**src/rtl/node_sequencer_if.sv**
```systemverilog
`default_nettype none
// +--------------------------------------------------------------------------+
// | Module  : node_sequencer_if                                              |
// | Desc    : Host/control bundle for node_sequencer; NODE_SEQ_PERF_EN adds  |
// |           the perf_cyc busy-cycle counter output.                        |
// | Rev     : 1.0                                                            |
// +--------------------------------------------------------------------------+
interface node_sequencer_if #(
    parameter int ITER_W = 24
);
    logic              start;
    logic              abort;
    logic [ITER_W-1:0] iter_limit;
    logic              shift_req;
    logic              shift_ack;
    logic              opt_run;
    logic              dist_com_valid;
    logic [1:0]        dist_com_step;
    logic              exp_init;
    logic              exp_run;
    logic              exp_fin;
    logic              exch_run;
    logic              exch_odd;
    logic              distance_shift;
    logic              exchange_shift_d;
    logic              busy;
    logic              done;
    logic [ITER_W-1:0] iter_cnt;
`ifdef NODE_SEQ_PERF_EN
    logic [31:0]       perf_cyc;
`endif

    modport slave (
        input  start, abort, iter_limit, shift_req,
        output shift_ack, opt_run, dist_com_valid, dist_com_step, exp_init,
               exp_run, exp_fin, exch_run, exch_odd, distance_shift,
               exchange_shift_d, busy, done, iter_cnt
`ifdef NODE_SEQ_PERF_EN
        , output perf_cyc
`endif
    );

    modport master (
        output start, abort, iter_limit, shift_req,
        input  shift_ack, opt_run, dist_com_valid, dist_com_step, exp_init,
               exp_run, exp_fin, exch_run, exch_odd, distance_shift,
               exchange_shift_d, busy, done, iter_cnt
`ifdef NODE_SEQ_PERF_EN
        , input perf_cyc
`endif
    );
endinterface
`default_nettype wire

```
**src/rtl/node_sequencer.sv**
```systemverilog
`default_nettype none
// +--------------------------------------------------------------------------+
// | Module  : node_sequencer                                                 |
// | Desc    : Annealing phase scheduler for the sub_node array; optional     |
// |           busy-cycle counter enabled by NODE_SEQ_PERF_EN.                |
// | Rev     : 1.0                                                            |
// +--------------------------------------------------------------------------+
module node_sequencer #(
    parameter int ITER_W    = 24,
    parameter int DIST_CYC  = 4,
    parameter int EXP_CYC   = 17,
    parameter int EXCH_CYC  = 8,
    parameter int SHIFT_CYC = 32
) (
    input  wire logic       clk,
    input  wire logic       reset,
    node_sequencer_if.slave bus
);
    localparam int C_MAX_DE  = (DIST_CYC > EXP_CYC) ? DIST_CYC : EXP_CYC;
    localparam int C_MAX_XS  = (EXCH_CYC > SHIFT_CYC) ? EXCH_CYC : SHIFT_CYC;
    localparam int C_MAX_CYC = (C_MAX_DE > C_MAX_XS) ? C_MAX_DE : C_MAX_XS;
    localparam int PH_W      = $clog2(C_MAX_CYC) + 1;

    localparam logic [PH_W-1:0] C_DIST_LAST  = PH_W'(DIST_CYC - 1);
    localparam logic [PH_W-1:0] C_EXP_LAST   = PH_W'(EXP_CYC - 1);
    localparam logic [PH_W-1:0] C_EXCH_LAST  = PH_W'(EXCH_CYC - 1);
    localparam logic [PH_W-1:0] C_SHIFT_LAST = PH_W'(SHIFT_CYC - 1);

    typedef enum logic [3:0] {
        S_IDLE  = 4'd0,
        S_OPT   = 4'd1,
        S_DIST  = 4'd2,
        S_EXP_I = 4'd3,
        S_EXP_R = 4'd4,
        S_EXP_F = 4'd5,
        S_EXCH  = 4'd6,
        S_WAIT  = 4'd7,
        S_SHIFT = 4'd8
    } state_t;

    state_t            r_state;
    state_t            w_state_nxt;
    logic [PH_W-1:0]   r_phase;
    logic [ITER_W-1:0] r_limit;
    logic              r_abort;
    logic              r_from_idle;
    logic              w_start_acc;
    logic              w_wait_end;
    logic              w_done;
    logic              w_abort_any;
    logic [ITER_W-1:0] w_cnt_inc;

    assign w_cnt_inc   = (bus.iter_cnt == '1) ? bus.iter_cnt : bus.iter_cnt + ITER_W'(1);
    assign w_abort_any = r_abort | (bus.abort & bus.busy);

    always_comb begin
        w_state_nxt = r_state;
        w_start_acc = 1'b0;
        w_wait_end  = 1'b0;
        w_done      = 1'b0;
        case (r_state)
            S_IDLE: begin
                if (bus.start) begin
                    w_start_acc = 1'b1;
                    if (bus.iter_limit == '0) w_done      = 1'b1;
                    else                      w_state_nxt = S_OPT;
                end else if (bus.shift_req && !bus.shift_ack) begin
                    // The ack cycle still sees the old request level; don't re-enter.
                    w_state_nxt = S_SHIFT;
                end
            end
            S_OPT:   w_state_nxt = S_DIST;
            S_DIST:  if (r_phase == C_DIST_LAST) w_state_nxt = S_EXP_I;
            S_EXP_I: w_state_nxt = S_EXP_R;
            S_EXP_R: if (r_phase == C_EXP_LAST) w_state_nxt = S_EXP_F;
            S_EXP_F: w_state_nxt = S_EXCH;
            S_EXCH:  w_state_nxt = S_WAIT;
            S_WAIT: begin
                if (r_phase == C_EXCH_LAST) begin
                    w_wait_end = 1'b1;
                    if (bus.shift_req) begin
                        w_state_nxt = S_SHIFT;
                    end else if ((w_cnt_inc == r_limit) || w_abort_any) begin
                        w_state_nxt = S_IDLE;
                        w_done      = 1'b1;
                    end else begin
                        w_state_nxt = S_OPT;
                    end
                end
            end
            S_SHIFT: begin
                if (r_phase == C_SHIFT_LAST) begin
                    if (r_from_idle) begin
                        w_state_nxt = S_IDLE;
                    end else if ((bus.iter_cnt == r_limit) || w_abort_any) begin
                        w_state_nxt = S_IDLE;
                        w_done      = 1'b1;
                    end else begin
                        w_state_nxt = S_OPT;
                    end
                end
            end
            default: w_state_nxt = S_IDLE;
        endcase
    end

    always_ff @(posedge clk or negedge reset) begin
        if (!reset) begin
            r_state              <= S_IDLE;
            r_phase              <= '0;
            r_limit              <= '0;
            r_abort              <= 1'b0;
            r_from_idle          <= 1'b0;
            bus.shift_ack        <= 1'b0;
            bus.opt_run          <= 1'b0;
            bus.dist_com_valid   <= 1'b0;
            bus.dist_com_step    <= 2'd0;
            bus.exp_init         <= 1'b0;
            bus.exp_run          <= 1'b0;
            bus.exp_fin          <= 1'b0;
            bus.exch_run         <= 1'b0;
            bus.exch_odd         <= 1'b0;
            bus.distance_shift   <= 1'b0;
            bus.exchange_shift_d <= 1'b0;
            bus.busy             <= 1'b0;
            bus.done             <= 1'b0;
            bus.iter_cnt         <= '0;
        end else begin
            r_state <= w_state_nxt;
            r_phase <= ((w_state_nxt == r_state) && (r_state != S_IDLE)) ? r_phase + PH_W'(1) : '0;

            bus.opt_run          <= (w_state_nxt == S_OPT);
            bus.dist_com_valid   <= (w_state_nxt == S_DIST);
            bus.dist_com_step    <= ((w_state_nxt == S_DIST) && (r_state == S_DIST)) ?
                                    bus.dist_com_step + 2'd1 : 2'd0;
            bus.exp_init         <= (w_state_nxt == S_EXP_I);
            bus.exp_run          <= (w_state_nxt == S_EXP_R);
            bus.exp_fin          <= (w_state_nxt == S_EXP_F);
            bus.exch_run         <= (w_state_nxt == S_EXCH);
            bus.distance_shift   <= (w_state_nxt == S_SHIFT);
            bus.exchange_shift_d <= bus.distance_shift;
            bus.shift_ack        <= (r_state == S_SHIFT) && (w_state_nxt != S_SHIFT);
            bus.done             <= w_done;

            if (w_start_acc) begin
                r_limit      <= bus.iter_limit;
                bus.iter_cnt <= '0;
                bus.exch_odd <= 1'b0;
            end else if (w_wait_end) begin
                bus.iter_cnt <= w_cnt_inc;
                bus.exch_odd <= ~bus.exch_odd;
            end

            if (w_start_acc && (bus.iter_limit != '0)) bus.busy <= 1'b1;
            else if (w_state_nxt == S_IDLE)             bus.busy <= 1'b0;

            if (w_start_acc || (w_state_nxt == S_IDLE)) r_abort <= 1'b0;
            else if (bus.abort && bus.busy)             r_abort <= 1'b1;

            if ((w_state_nxt == S_SHIFT) && (r_state != S_SHIFT))
                r_from_idle <= (r_state == S_IDLE);
        end
    end

`ifdef NODE_SEQ_PERF_EN
    always_ff @(posedge clk or negedge reset) begin
        if (!reset)           bus.perf_cyc <= 32'd0;
        else if (w_start_acc) bus.perf_cyc <= 32'd0;
        else if (bus.busy)    bus.perf_cyc <= bus.perf_cyc + 32'd1;
    end
`endif
endmodule
`default_nettype wire

```
**src/flat_wrapper.sv**
```systemverilog
// flat-port wrapper written by rule: the top's interface ports become plain ports
module node_sequencer_flat 
#(
    parameter int ITER_W    = 24,
    parameter int DIST_CYC  = 4,
    parameter int EXP_CYC   = 17,
    parameter int EXCH_CYC  = 8,
    parameter int SHIFT_CYC = 32
)
  (clk, reset, bus_start, bus_abort, bus_iter_limit, bus_shift_req, bus_shift_ack, bus_opt_run, bus_dist_com_valid, bus_dist_com_step, bus_exp_init, bus_exp_run, bus_exp_fin, bus_exch_run, bus_exch_odd, bus_distance_shift, bus_exchange_shift_d, bus_busy, bus_done, bus_iter_cnt);
  node_sequencer_if #(.ITER_W(ITER_W)) bus_i ();
  input  wire logic clk;
  input  wire logic reset;
  input wire logic [$bits(bus_i.start)-1:0] bus_start;
  input wire logic [$bits(bus_i.abort)-1:0] bus_abort;
  input wire logic [$bits(bus_i.iter_limit)-1:0] bus_iter_limit;
  input wire logic [$bits(bus_i.shift_req)-1:0] bus_shift_req;
  output wire logic [$bits(bus_i.shift_ack)-1:0] bus_shift_ack;
  output wire logic [$bits(bus_i.opt_run)-1:0] bus_opt_run;
  output wire logic [$bits(bus_i.dist_com_valid)-1:0] bus_dist_com_valid;
  output wire logic [$bits(bus_i.dist_com_step)-1:0] bus_dist_com_step;
  output wire logic [$bits(bus_i.exp_init)-1:0] bus_exp_init;
  output wire logic [$bits(bus_i.exp_run)-1:0] bus_exp_run;
  output wire logic [$bits(bus_i.exp_fin)-1:0] bus_exp_fin;
  output wire logic [$bits(bus_i.exch_run)-1:0] bus_exch_run;
  output wire logic [$bits(bus_i.exch_odd)-1:0] bus_exch_odd;
  output wire logic [$bits(bus_i.distance_shift)-1:0] bus_distance_shift;
  output wire logic [$bits(bus_i.exchange_shift_d)-1:0] bus_exchange_shift_d;
  output wire logic [$bits(bus_i.busy)-1:0] bus_busy;
  output wire logic [$bits(bus_i.done)-1:0] bus_done;
  output wire logic [$bits(bus_i.iter_cnt)-1:0] bus_iter_cnt;
  assign bus_i.start = bus_start;
  assign bus_i.abort = bus_abort;
  assign bus_i.iter_limit = bus_iter_limit;
  assign bus_i.shift_req = bus_shift_req;
  assign bus_shift_ack = bus_i.shift_ack;
  assign bus_opt_run = bus_i.opt_run;
  assign bus_dist_com_valid = bus_i.dist_com_valid;
  assign bus_dist_com_step = bus_i.dist_com_step;
  assign bus_exp_init = bus_i.exp_init;
  assign bus_exp_run = bus_i.exp_run;
  assign bus_exp_fin = bus_i.exp_fin;
  assign bus_exch_run = bus_i.exch_run;
  assign bus_exch_odd = bus_i.exch_odd;
  assign bus_distance_shift = bus_i.distance_shift;
  assign bus_exchange_shift_d = bus_i.exchange_shift_d;
  assign bus_busy = bus_i.busy;
  assign bus_done = bus_i.done;
  assign bus_iter_cnt = bus_i.iter_cnt;
  node_sequencer #(.ITER_W(ITER_W), .DIST_CYC(DIST_CYC), .EXP_CYC(EXP_CYC), .EXCH_CYC(EXCH_CYC), .SHIFT_CYC(SHIFT_CYC)) u_core (.clk(clk), .reset(reset), .bus(bus_i));
endmodule
```
**config.mk**
```make
export PLATFORM = sky130hd
export DESIGN_NAME = node_sequencer_flat
export DESIGN_NICKNAME = d
export VERILOG_FILES = /design/src/rtl/node_sequencer_if.sv /design/src/rtl/node_sequencer.sv /design/src/flat_wrapper.sv
export SDC_FILE = /design/constraint.sdc
export NUM_CORES = 1
export LEC_CHECK = 0
export BUFFER_PORTS_ARGS = -buffer_cell sky130_fd_sc_hd__clkbuf_2
export CAP_MARGIN = 30
export CORE_MARGIN = 1
export CORE_UTILIZATION = 50
export CTS_CLUSTER_SIZE = 20
export DETAILED_ROUTE_END_ITERATION = 10
export PLACE_DENSITY = 0.71
export SETUP_SLACK_MARGIN = 0.5
export SYNTH_ARGS = -nofsm -noshare
export SYNTH_HDL_FRONTEND = slang
export SYNTH_SLANG_ARGS = --single-unit
```
**constraint.sdc**
```tcl
create_clock -name clk -period 3.1 [get_ports clk]
set_clock_uncertainty 0.1 [all_clocks]
set_input_delay 0.62 -clock clk [delete_from_list [all_inputs] [get_ports clk]]
set_output_delay 0.62 -clock clk [all_outputs]
set_load 0.01 [all_outputs]
```
==> out/results.ini, run 1 <==
[setup_path]
critical_path.max_stage_delay_ns = 0.50
startpoint_type = flop
timing.critical_path.slowest_stage_cell = or4_4
path_class = flop to flop
path_cells = ha_4 > nand3_4 > or3_4 > or4_4 > a21o_1 > a22oi_2 > nand3_2 > o21a_4 > and3_1
crit_arrival_ns = 2.93
cp-end-kind = flop
required_ns = 3.27
critPathMaxFanout = 7

[power]
p_sw_share_pct = 40.8
seq_power_share_pct = 37.1
p_sw_w = 0.00159
comb_power_share_pct = 42.0
intPower_w = 0.00230
p_per_area_nw_per_um2 = 666
peakVddDrop_mv = 0.416
p_leak_nw = 2.63
p_clk_share_pct = 20.9

[synth]
synthTopCellsByCount = nand2_1, dfrtp_1, nor2_1, xnor2_1
synthArstFlopShare_pct = 100
ys_types = 55
synth_edf_count = 0
seq_area_frac_synth_pct = 40.7
synthesis.nets = 574
synth_most_common_cell = nand2_1
yosys-top-cells-area = dfrtp_1, nand2_1, xnor2_1, xor2_1, nor2_1
synth_ff_type = dfrtp_1
avgSynthCellArea_sq_um = 8.40
synthCells = 542
yosysWarnings = 0
ys_seq_elements = 74
synth.top_cell.area_share_pct = 40.7
syn-cell-area_sq_um = 4550
synth_top_cell_by_area = dfrtp_1

[clocking]
clock_latency_ns = 0.37
cts_root_buf = clkbuf_8
cts_buffers = 9
clkSinkCount = 74
clkTransAtPathRegs_ns = 0.09
cts_hold_buf = 0
h-tree-depth = 3
clockBufferDepth = 2
cts_tree = yes

[timing]
worst_pin_slew_ns = 0.624
rsz0062_at_grt = true
tns_ns = 0
fin_crit_sh_pct = 88.9
timing.final.max_slew_violations = 0
max_freq_mhz = 363
slew_headroom_pct = 58.0
setup_viol = 0
hold_viol = 0
period_minus_slack_ns = 2.76

[global_routing]
grt_pass1_vias = 4225
track_usage_pct = 29.0
grt_antenna_before_repair = 0
grt_max_degree = 75
grt_pass1_wl_microns = 21800
grt-ovfl-total = 0

[final_layout]
nets = 679
final.fill_count = 758
fin_area_sq_um = 5840
drive_gt1_share_pct = 30.4
syn2layout_area_growth_pct = 28.3
insertedDiodeCount = 0
multi_input_area_sq_um = 2780
regArea_sq_um = 1860

[place]
portBuffers = 66
postPlaceCellArea_sq_um = 5220
place.gp.congestion = 0.975
hpwl_microns = 9640

[floorplan]
die_area_sq_um = 9490
core_sq_um = 8760
ioPinCount = 67
row_count = 34
die_x_microns = 97.4
dieHeight_microns = 97.4
start_util_pct = 52.0

[drt]
post_drt_wl_per_cell_microns = 17.7
totalWireLength_microns = 13500
vias_per_cell = 5.94
drc_errors = 0
vias = 4512
drtPass1Iterations = 5
drt_iter0_drc = 421
postRouteAntennaNets = 0

[status]
status = complete, no violations

[run]
maxCapViolations = 0

[worst_hold_path]
worst_hold_path_type = input pin to asynchronous set/reset pin

[state kept, by name, summed over array words and instances (netlist names), 2 cells and up]
signal and flops:
u_core.bus.dist_com_step 2, u_core.r_limit 24, u_core.r_state 4, u_core.bus.iter_cnt 24
u_core.r_phase 6
[metal layers]
metal / part of all wire [%] / GRT usage [%] / vias up
li1: - / - / 2135
met1: 46 / 41.6 / 2165
met2: 45 / 43.8 / 189
met3: 7.0 / 6.26 / 23
met4: 1.8 / 9.50 / 0
met5: 0 / 0 / -
[kinds of logic after synthesis]
kind of cell,share of synthesized area [%]
muxes,0.220
AOI/OAI and AO/OA,12.2
DFF,40.7
adders and majority gates,0.824
buffers and inverters,3.60
and+or+nand+nor,32.5
xor gates and xnor gates,10.0
[cell usage in the layout, fill, tap and decap left out, drive strengths merged, types with 4 or more instances in the layout]
master,instances
nand2b,7
a21oi,21
nor3,17
nor2,49
dfrtp,74
a31oi,5
o211ai,4
and2,9
xnor2,30
nand4,21
xor2,22
nand3,20
inv,9
or4,6
nand2,107
o31ai,4
and3,7
and4,9
a211oi,7
or3,4
buf,62
clkbuf,75
o21ai,19
nor4,21
[layout make-up]
| type | count | area share [%] |
|---|---|---|
| Timing Repair Buffer | 127 | 14.1 |
| Tap cell | 108 | 2.31 |
| Sequential cell | 74 | 31.9 |
| Inverter | 7 | 0.450 |
| Multi-Input combinational cell | 428 | 47.7 |
| Clock inverter | 6 | 1.24 |
| Clock buffer | 10 | 2.36 |
[worst paths after layout]
kind                            slack [ns]                 startpoint  cells past startpoint                          end
worst max-delay path                  0.34     u_core.bus.iter_cnt[0]                      9          u_core.bus.exp_init
worst min-delay path                  0.14                      reset                      2      u_core.bus.iter_cnt[10]
worst max register to register        0.34     u_core.bus.iter_cnt[0]                      9          u_core.bus.exp_init
worst min register to register        0.29  u_core.bus.distance_shift                      0  u_core.bus.exchange_shift_d
max in group asynchronous             2.40                      reset                      2       u_core.bus.iter_cnt[0]
min in group clk                      0.29  u_core.bus.distance_shift                      0  u_core.bus.exchange_shift_d
[per-stage QoR]
stage / instances / power (W) / worst slack, ns / util [%] / hold slack [ns]
6_report: 760 / 0.00389 / 0.344 / 66.6 / 0.139
5_1_grt: 760 / 0.00413 / 0.238 / 66.6 / 0.187
4_1_cts: 753 / 0.00381 / 0.366 / 64.7 / 0.287
3_5_place_dp: 722 / 0.00290 / 0.0557 / 59.6 / 0.266
3_3_place_gp: 722 / 0.00288 / 0.135 / 59.6 / 0.264
2_1_floorplan: 542 / 0.00245 / 0.367 / - / 0.224
[critical path, delay by kind of cell, from the launching register on]
| family | cells | cell delay (ns) |
|---|---|---|
| DFF | 1 | 0.43 |
| AOI/OAI and AO/OA | 3 | 0.68 |
| adders and majority gates | 1 | 0.17 |
| and+or+nand+nor | 5 | 1.29 |
[power groups by stage]
stage / Combinational [W] / Clock (W) / Sequential, W
global route: 0.00181 / 0.000853 / 0.00147
floorplan: 0.00108 / 0 / 0.00137
global placement: 0.00146 / 0 / 0.00143
finish: 0.00164 / 0.000813 / 0.00144
CTS: 0.00156 / 0.000821 / 0.00143
detailed placement: 0.00147 / 0 / 0.00144
[what timing repair did]
item / CTS / global route
setup buffers: 15 / 6
setup endpoints to repair: 15 / 17
cloned: 0 / 0
pin swaps: 11 / 14
gates resized for setup: 24 / 23
No activity file was read; power rests on OpenSTA's default activity.
==> run 2: changes to the inputs <==
--- a/config.mk
+++ b/config.mk
@@ -11,6 +11,7 @@
 export CORE_UTILIZATION = 50
 export CTS_CLUSTER_SIZE = 20
 export DETAILED_ROUTE_END_ITERATION = 10
+export MAX_ROUTING_LAYER = met4
 export PLACE_DENSITY = 0.71
 export SETUP_SLACK_MARGIN = 0.5
 export SYNTH_ARGS = -nofsm -noshare
==> run 2 against run 1 <==
  * Clock power hardly changed
  * Sequential power hardly changed
  * First-iteration DRC count is 41% lower
  * Sequential cell count stayed put
  * Via count shrank 0.49%
  * Largest cell class unchanged
  * Fmax down 1.4%
  * Die area unchanged
  * Power decreased by 0.34%
==> out/results.ini, run 2 (synthesis gave the netlist of run 1 again) <==
[status]
status = complete, no violations

[final_layout]
nets = 680
instances_no_fill = 761
layout_common_cells = nand2_1, clkbuf_2, dfrtp_1
fin_area_sq_um = 5860
mostFrequentLayoutCell = nand2_1
drive_gt1_share_pct = 31.4
top_regs = u_core.bus.iter_cnt (24), u_core.r_limit (24), u_core.r_phase (6)
insertedDiodeCount = 0
syn2layout_area_growth_pct = 28.8

[timing]
slew_headroom_pct = 57.3
hold_viol = 0
rsz0062_at_grt = true
setup_viol = 0
max_freq_mhz = 358
holdWs_ns = 0.288
worst_pin_slew_ns = 0.634
timing.final.max_slew_violations = 0
fin_crit_sh_pct = 90.2
period_minus_slack_ns = 2.80

[power]
p_sw_share_pct = 41.7
p_sw_w = 0.00162
comb_power_share_pct = 41.5
p_clk_share_pct = 20.9
intPower_w = 0.00226
finalPower_w = 0.00388
p_leak_nw = 2.61
p_per_area_nw_per_um2 = 661
seq_power_share_pct = 37.6
peakVddDrop_mv = 0.459

[place]
place.gp.congestion = 0.937
dp.cells = 716
portBuffers = 66
hpwl_microns = 10000
postPlaceCellArea_sq_um = 5170

[setup_path]
critPathMaxFanout = 10
cp-startpoint = u_core.bus.iter_cnt[14]
path_class = flop to flop
cp-end-kind = flop
required_ns = 3.26
timing.rr.start = u_core.bus.iter_cnt[14]
crit_arrival_ns = 2.96
startpoint_type = flop

[global_routing]
grt_antenna_before_repair = 0
grt-ovfl-total = 0
grt_pass1_vias = 4329
track_usage_pct = 30.5
grt_max_degree = 75
grt_pass1_wl_microns = 22300

[drt]
totalWireLength_microns = 13700
drtPass1Iterations = 5
vias_per_cell = 5.90
postRouteAntennaNets = 0
post_drt_wl_per_cell_microns = 18.0
vias = 4490
drc_errors = 0
drt_iter0_drc = 248

[clocking]
clock_latency_ns = 0.36
h-tree-depth = 3
cts_buffers = 9
clockBufferDepth = 2
cts_root_buf = clkbuf_8
cts_tree = yes
clkSinkCount = 74
clkTransAtPathRegs_ns = 0.09

[run]
maxCapViolations = 0

[floorplan]
dieHeight_microns = 97.4
ioPinCount = 67
core_sq_um = 8760
die_x_microns = 97.4
start_util_pct = 52.0
die_area_sq_um = 9490
row_count = 34

[worst_hold_path]
hp-start = u_core.bus.distance_shift
worst_hold_path_type = flop to flop

==> run 2: critical path: stages, from the launching register on <==
cell     delay (ns)
dfrtp_2        0.38
buf_4          0.14
nand4_1        0.17
buf_4          0.19
nor4_2         0.22
buf_4          0.25
a21oi_1        0.10
mux2i_1        0.16
nor4_1         0.35
nand4_2        0.19
o21a_4         0.28
and3_4         0.16
==> run 2: metal layers <==
metal / share of wire [%] / global-route usage [%] / up-vias
li1: - / - / 2140
met1: 46 / 43.7 / 2123
met2: 45 / 44.5 / 197
met3: 6.4 / 4.68 / 30
met4: 2.3 / 9.95 / 0
met5: 0 / - / -
==> run 2: worst paths after layout <==
kind	end	slack (ns)	cells past startpoint
setup / recovery	u_core.bus.exp_init	0.30	11
hold / removal	u_core.bus.exchange_shift_d	0.29	0
setup reg to reg	u_core.bus.exp_init	0.30	11
hold reg to reg	u_core.bus.exchange_shift_d	0.29	0
max in group asynchronous	u_core.bus.iter_cnt[1]	1.86	3
min in group asynchronous	u_core.bus.iter_cnt[11]	0.49	2
==> run 2: through the flow <==
step,setup WS [ns],utilization (%),setup TNS [ns]
3_5_place_dp,-0.0366,59.0,-0.114
2_1_floorplan,0.367,-,0
6_report,0.304,66.9,0
4_1_cts,0.359,65.1,0
5_1_grt,0.219,66.9,0
3_3_place_gp,0.111,59.0,0
==> run 2: power groups by stage <==
| stage | Sequential (W) | Combinational, W | Clock, W |
|---|---|---|---|
| 2_1_floorplan | 0.00137 | 0.00108 | 0 |
| 3_3_place_gp | 0.00145 | 0.00143 | 0 |
| 3_5_place_dp | 0.00146 | 0.00145 | 0 |
| 4_1_cts | 0.00145 | 0.00156 | 0.000821 |
| 5_1_grt | 0.00149 | 0.00178 | 0.000860 |
| 6_report | 0.00146 | 0.00161 | 0.000810 |
==> run 2: area by class of cell <==
| type | count | area, sq um |
|---|---|---|
| clock buffer | 9 | 124 |
| fill | 787 | 2900 |
| tap | 108 | 135 |
| sequential | 74 | 1870 |
| clock inverter | 7 | 85.1 |
| timing repair buffer | 128 | 845 |
| multi-input combinational | 428 | 2780 |
| inverter | 7 | 26.3 |
==> run 2: repair_timing <==
| action | CTS | global route |
|---|---|---|
| resized for setup | 33 | 17 |
| pin swaps | 20 | 11 |
| buffers inserted | 21 | 6 |
| hold buffers | 0 | 1 |
| setup endpoints to repair | 21 | 17 |
| endpoints found under the hold margin | 0 | 1 |
==> run 3: changes to the inputs <==
--- a/config.mk
+++ b/config.mk
@@ -12,7 +12,7 @@
 export CTS_CLUSTER_SIZE = 20
 export DETAILED_ROUTE_END_ITERATION = 10
 export MAX_ROUTING_LAYER = met4
-export PLACE_DENSITY = 0.71
+export PLACE_DENSITY = 0.68
 export SETUP_SLACK_MARGIN = 0.5
 export SYNTH_ARGS = -nofsm -noshare
 export SYNTH_HDL_FRONTEND = slang
==> constraint.sdc (replaced) <==
create_clock -name clk -period 2.65 [get_ports clk]
set_clock_uncertainty 0.1 [all_clocks]
set_input_delay 0.53 -clock clk [delete_from_list [all_inputs] [get_ports clk]]
set_output_delay 0.53 -clock clk [all_outputs]
set_load 0.01 [all_outputs]
==> run 3 against run 2 <==
  * Sequential cell count unchanged
  * The flow now finishes with violations (setup timing)
  * Combinational power up 43%
  * Register-to-register slack got worse by 0.47 ns
  * Setup slack got worse by 0.47 ns
  * Global-route usage rose by 2.3 points
  * Final area is 8.0% higher
  * Die area is the same
  * Via count is 4.5% higher
  * Final cell count increased by 7.2%
  * Core utilization up 5.3 points
==> out/results.ini, run 3 (synthesis gave the netlist of run 1 again) <==
[clocking]
clkSinkCount = 74
cts_buffers = 9
clockBufferDepth = 2
cts_tree = yes
cts_root_buf = clkbuf_8
h-tree-depth = 3
clock_latency_ns = 0.36
clkTransAtPathRegs_ns = 0.09

[power]
peakVddDrop_mv = 0.379
p_per_area_nw_per_um2 = 792
p_sw_share_pct = 40.2
p_leak_nw = 2.94
intPower_w = 0.00300
comb_power_share_pct = 45.8
seq_power_share_pct = 33.0
p_sw_w = 0.00201
p_clk_share_pct = 21.2

[global_routing]
track_usage_pct = 32.8
grt_max_degree = 42
grt_antenna_before_repair = 0
grt-ovfl-total = 0
grt_pass1_vias = 4595
grt_pass1_wl_microns = 23700

[final_layout]
syn2layout_area_growth_pct = 39.0
layout_common_cells = buf_4, nand2_1, dfrtp_1
insertedDiodeCount = 0
final.fill_count = 714
final_util_pct = 72.2
regArea_sq_um = 1860
fin_area_sq_um = 6330
drive_gt1_share_pct = 36.6
mostFrequentLayoutCell = buf_4
nets = 735
multi_input_area_sq_um = 2840
top_regs = u_core.bus.iter_cnt (24), u_core.r_limit (24), u_core.r_phase (6)

[timing]
hold_viol = 0
fin_crit_sh_pct = 106
slew_headroom_pct = 69.3
rsz0062_at_grt = true
period_minus_slack_ns = 2.82
max_freq_mhz = 355
setup_viol = 15
worst_pin_slew_ns = 0.461
setup_ws_ns = -0.171
timing.final.max_slew_violations = 0

[place]
place.gp.congestion = 0.943
postPlaceCellArea_sq_um = 5760
hpwl_microns = 11200
portBuffers = 66
dpl_worst_slack_ns = -0.318

[drt]
drt_iter0_drc = 328
vias = 4692
totalWireLength_microns = 14800
vias_per_cell = 5.75
postRouteAntennaNets = 0
drc_errors = 0
post_drt_wl_per_cell_microns = 18.1
drtPass1Iterations = 5

[setup_path]
cp-startpoint = u_core.bus.iter_cnt[0]
path_class = flop to flop
path_cells = ha_4 > nand3_4 > or3_4 > or4_4 > a21o_1 > a22oi_2 > nand3_1 > o21a_4 > and3_4
path_buf_inv = 0
crit_arrival_ns = 2.98
cp-end-kind = flop
timing.critical_path.slowest_stage_cell = or4_4
reg2reg_setup_slack_ns = -0.17
cp_top_family = simple AND/OR/NAND/NOR gates
critical_path.max_stage_delay_ns = 0.48
startpoint_type = flop
timing.rr.start = u_core.bus.iter_cnt[0]
critPathMaxFanout = 7
required_ns = 2.81

[worst_hold_path]
worst_hold_path_type = input pin to asynchronous set/reset pin

[floorplan]
core_sq_um = 8760
row_count = 34
dieHeight_microns = 97.4
die_x_microns = 97.4
start_util_pct = 52.0
ioPinCount = 67
die_area_sq_um = 9490

[status]
violations = setup timing
status = complete, but fails checks

[run]
maxCapViolations = 0

run 3: path summary, 6_finish.rpt:
kind / end / cells after the start
max: u_core.bus.exp_init / 9
min: u_core.bus.iter_cnt[15] / 1
max reg2reg: u_core.bus.exp_init / 9
min reg2reg: u_core.bus.exchange_shift_d / 0
max in group asynchronous: u_core.bus.exp_run / 2
min in group clk: u_core.r_limit[5] / 3
run 3: cell type report:
| cell class | instances | area share [%] |
|---|---|---|
| clock buffers | 10 | 2.17 |
| clock inverters | 6 | 1.54 |
| inverters | 7 | 0.415 |
| multi-input cells | 428 | 44.8 |
| flip-flops and latches | 74 | 29.4 |
| well taps | 108 | 2.13 |
| repair buffers | 183 | 19.6 |
run 3: layer usage:
metal,part of all wire [%],track usage (%),up-vias
met2,46,49.9,165
met4,2.2,10.2,0
met1,47,45.5,2242
met3,4.9,4.75,34
li1,-,-,2251
met5,0,-,-
run 3: timing repair:
action,in CTS,in global routing
hold endpoints to repair,0,0
hold buffers,0,0
setup buffers,6,3
pin swaps,15,5
resized for setup,26,30
endpoints found under the setup margin,34,38
run 3: worst reg2reg max path, stage by stage, from the launching register on:
cell and delay [ns]:
dfrtp_2 0.42, ha_4 0.16, nand3_4 0.11, or3_4 0.41, or4_4 0.48, a21o_1 0.22
a22oi_2 0.27, nand3_1 0.14, o21a_4 0.27, and3_4 0.15
run 3: per-stage QoR:
stage	total power (W)	std cells	hold slack [ns]	setup TNS [ns]
after floorplan	0.00288	542	0.134	-0.162
after global placement	0.00367	791	0.260	-2.53
after detailed placement	0.00372	791	0.282	-3.90
after CTS	0.00492	813	0.0270	-1.23
after global routing	0.00530	816	0.0445	-3.22
final	0.00501	816	0.00636	-1.74
run 3: power by group through the flow:
stage               registers [W]  clock network, W  logic, W
CTS                       0.00164           0.00107   0.00220
finish                    0.00165           0.00106   0.00230
detailed placement        0.00165                 0   0.00207
global route              0.00168           0.00111   0.00251
global placement          0.00165                 0   0.00202
floorplan                 0.00161                 0   0.00127
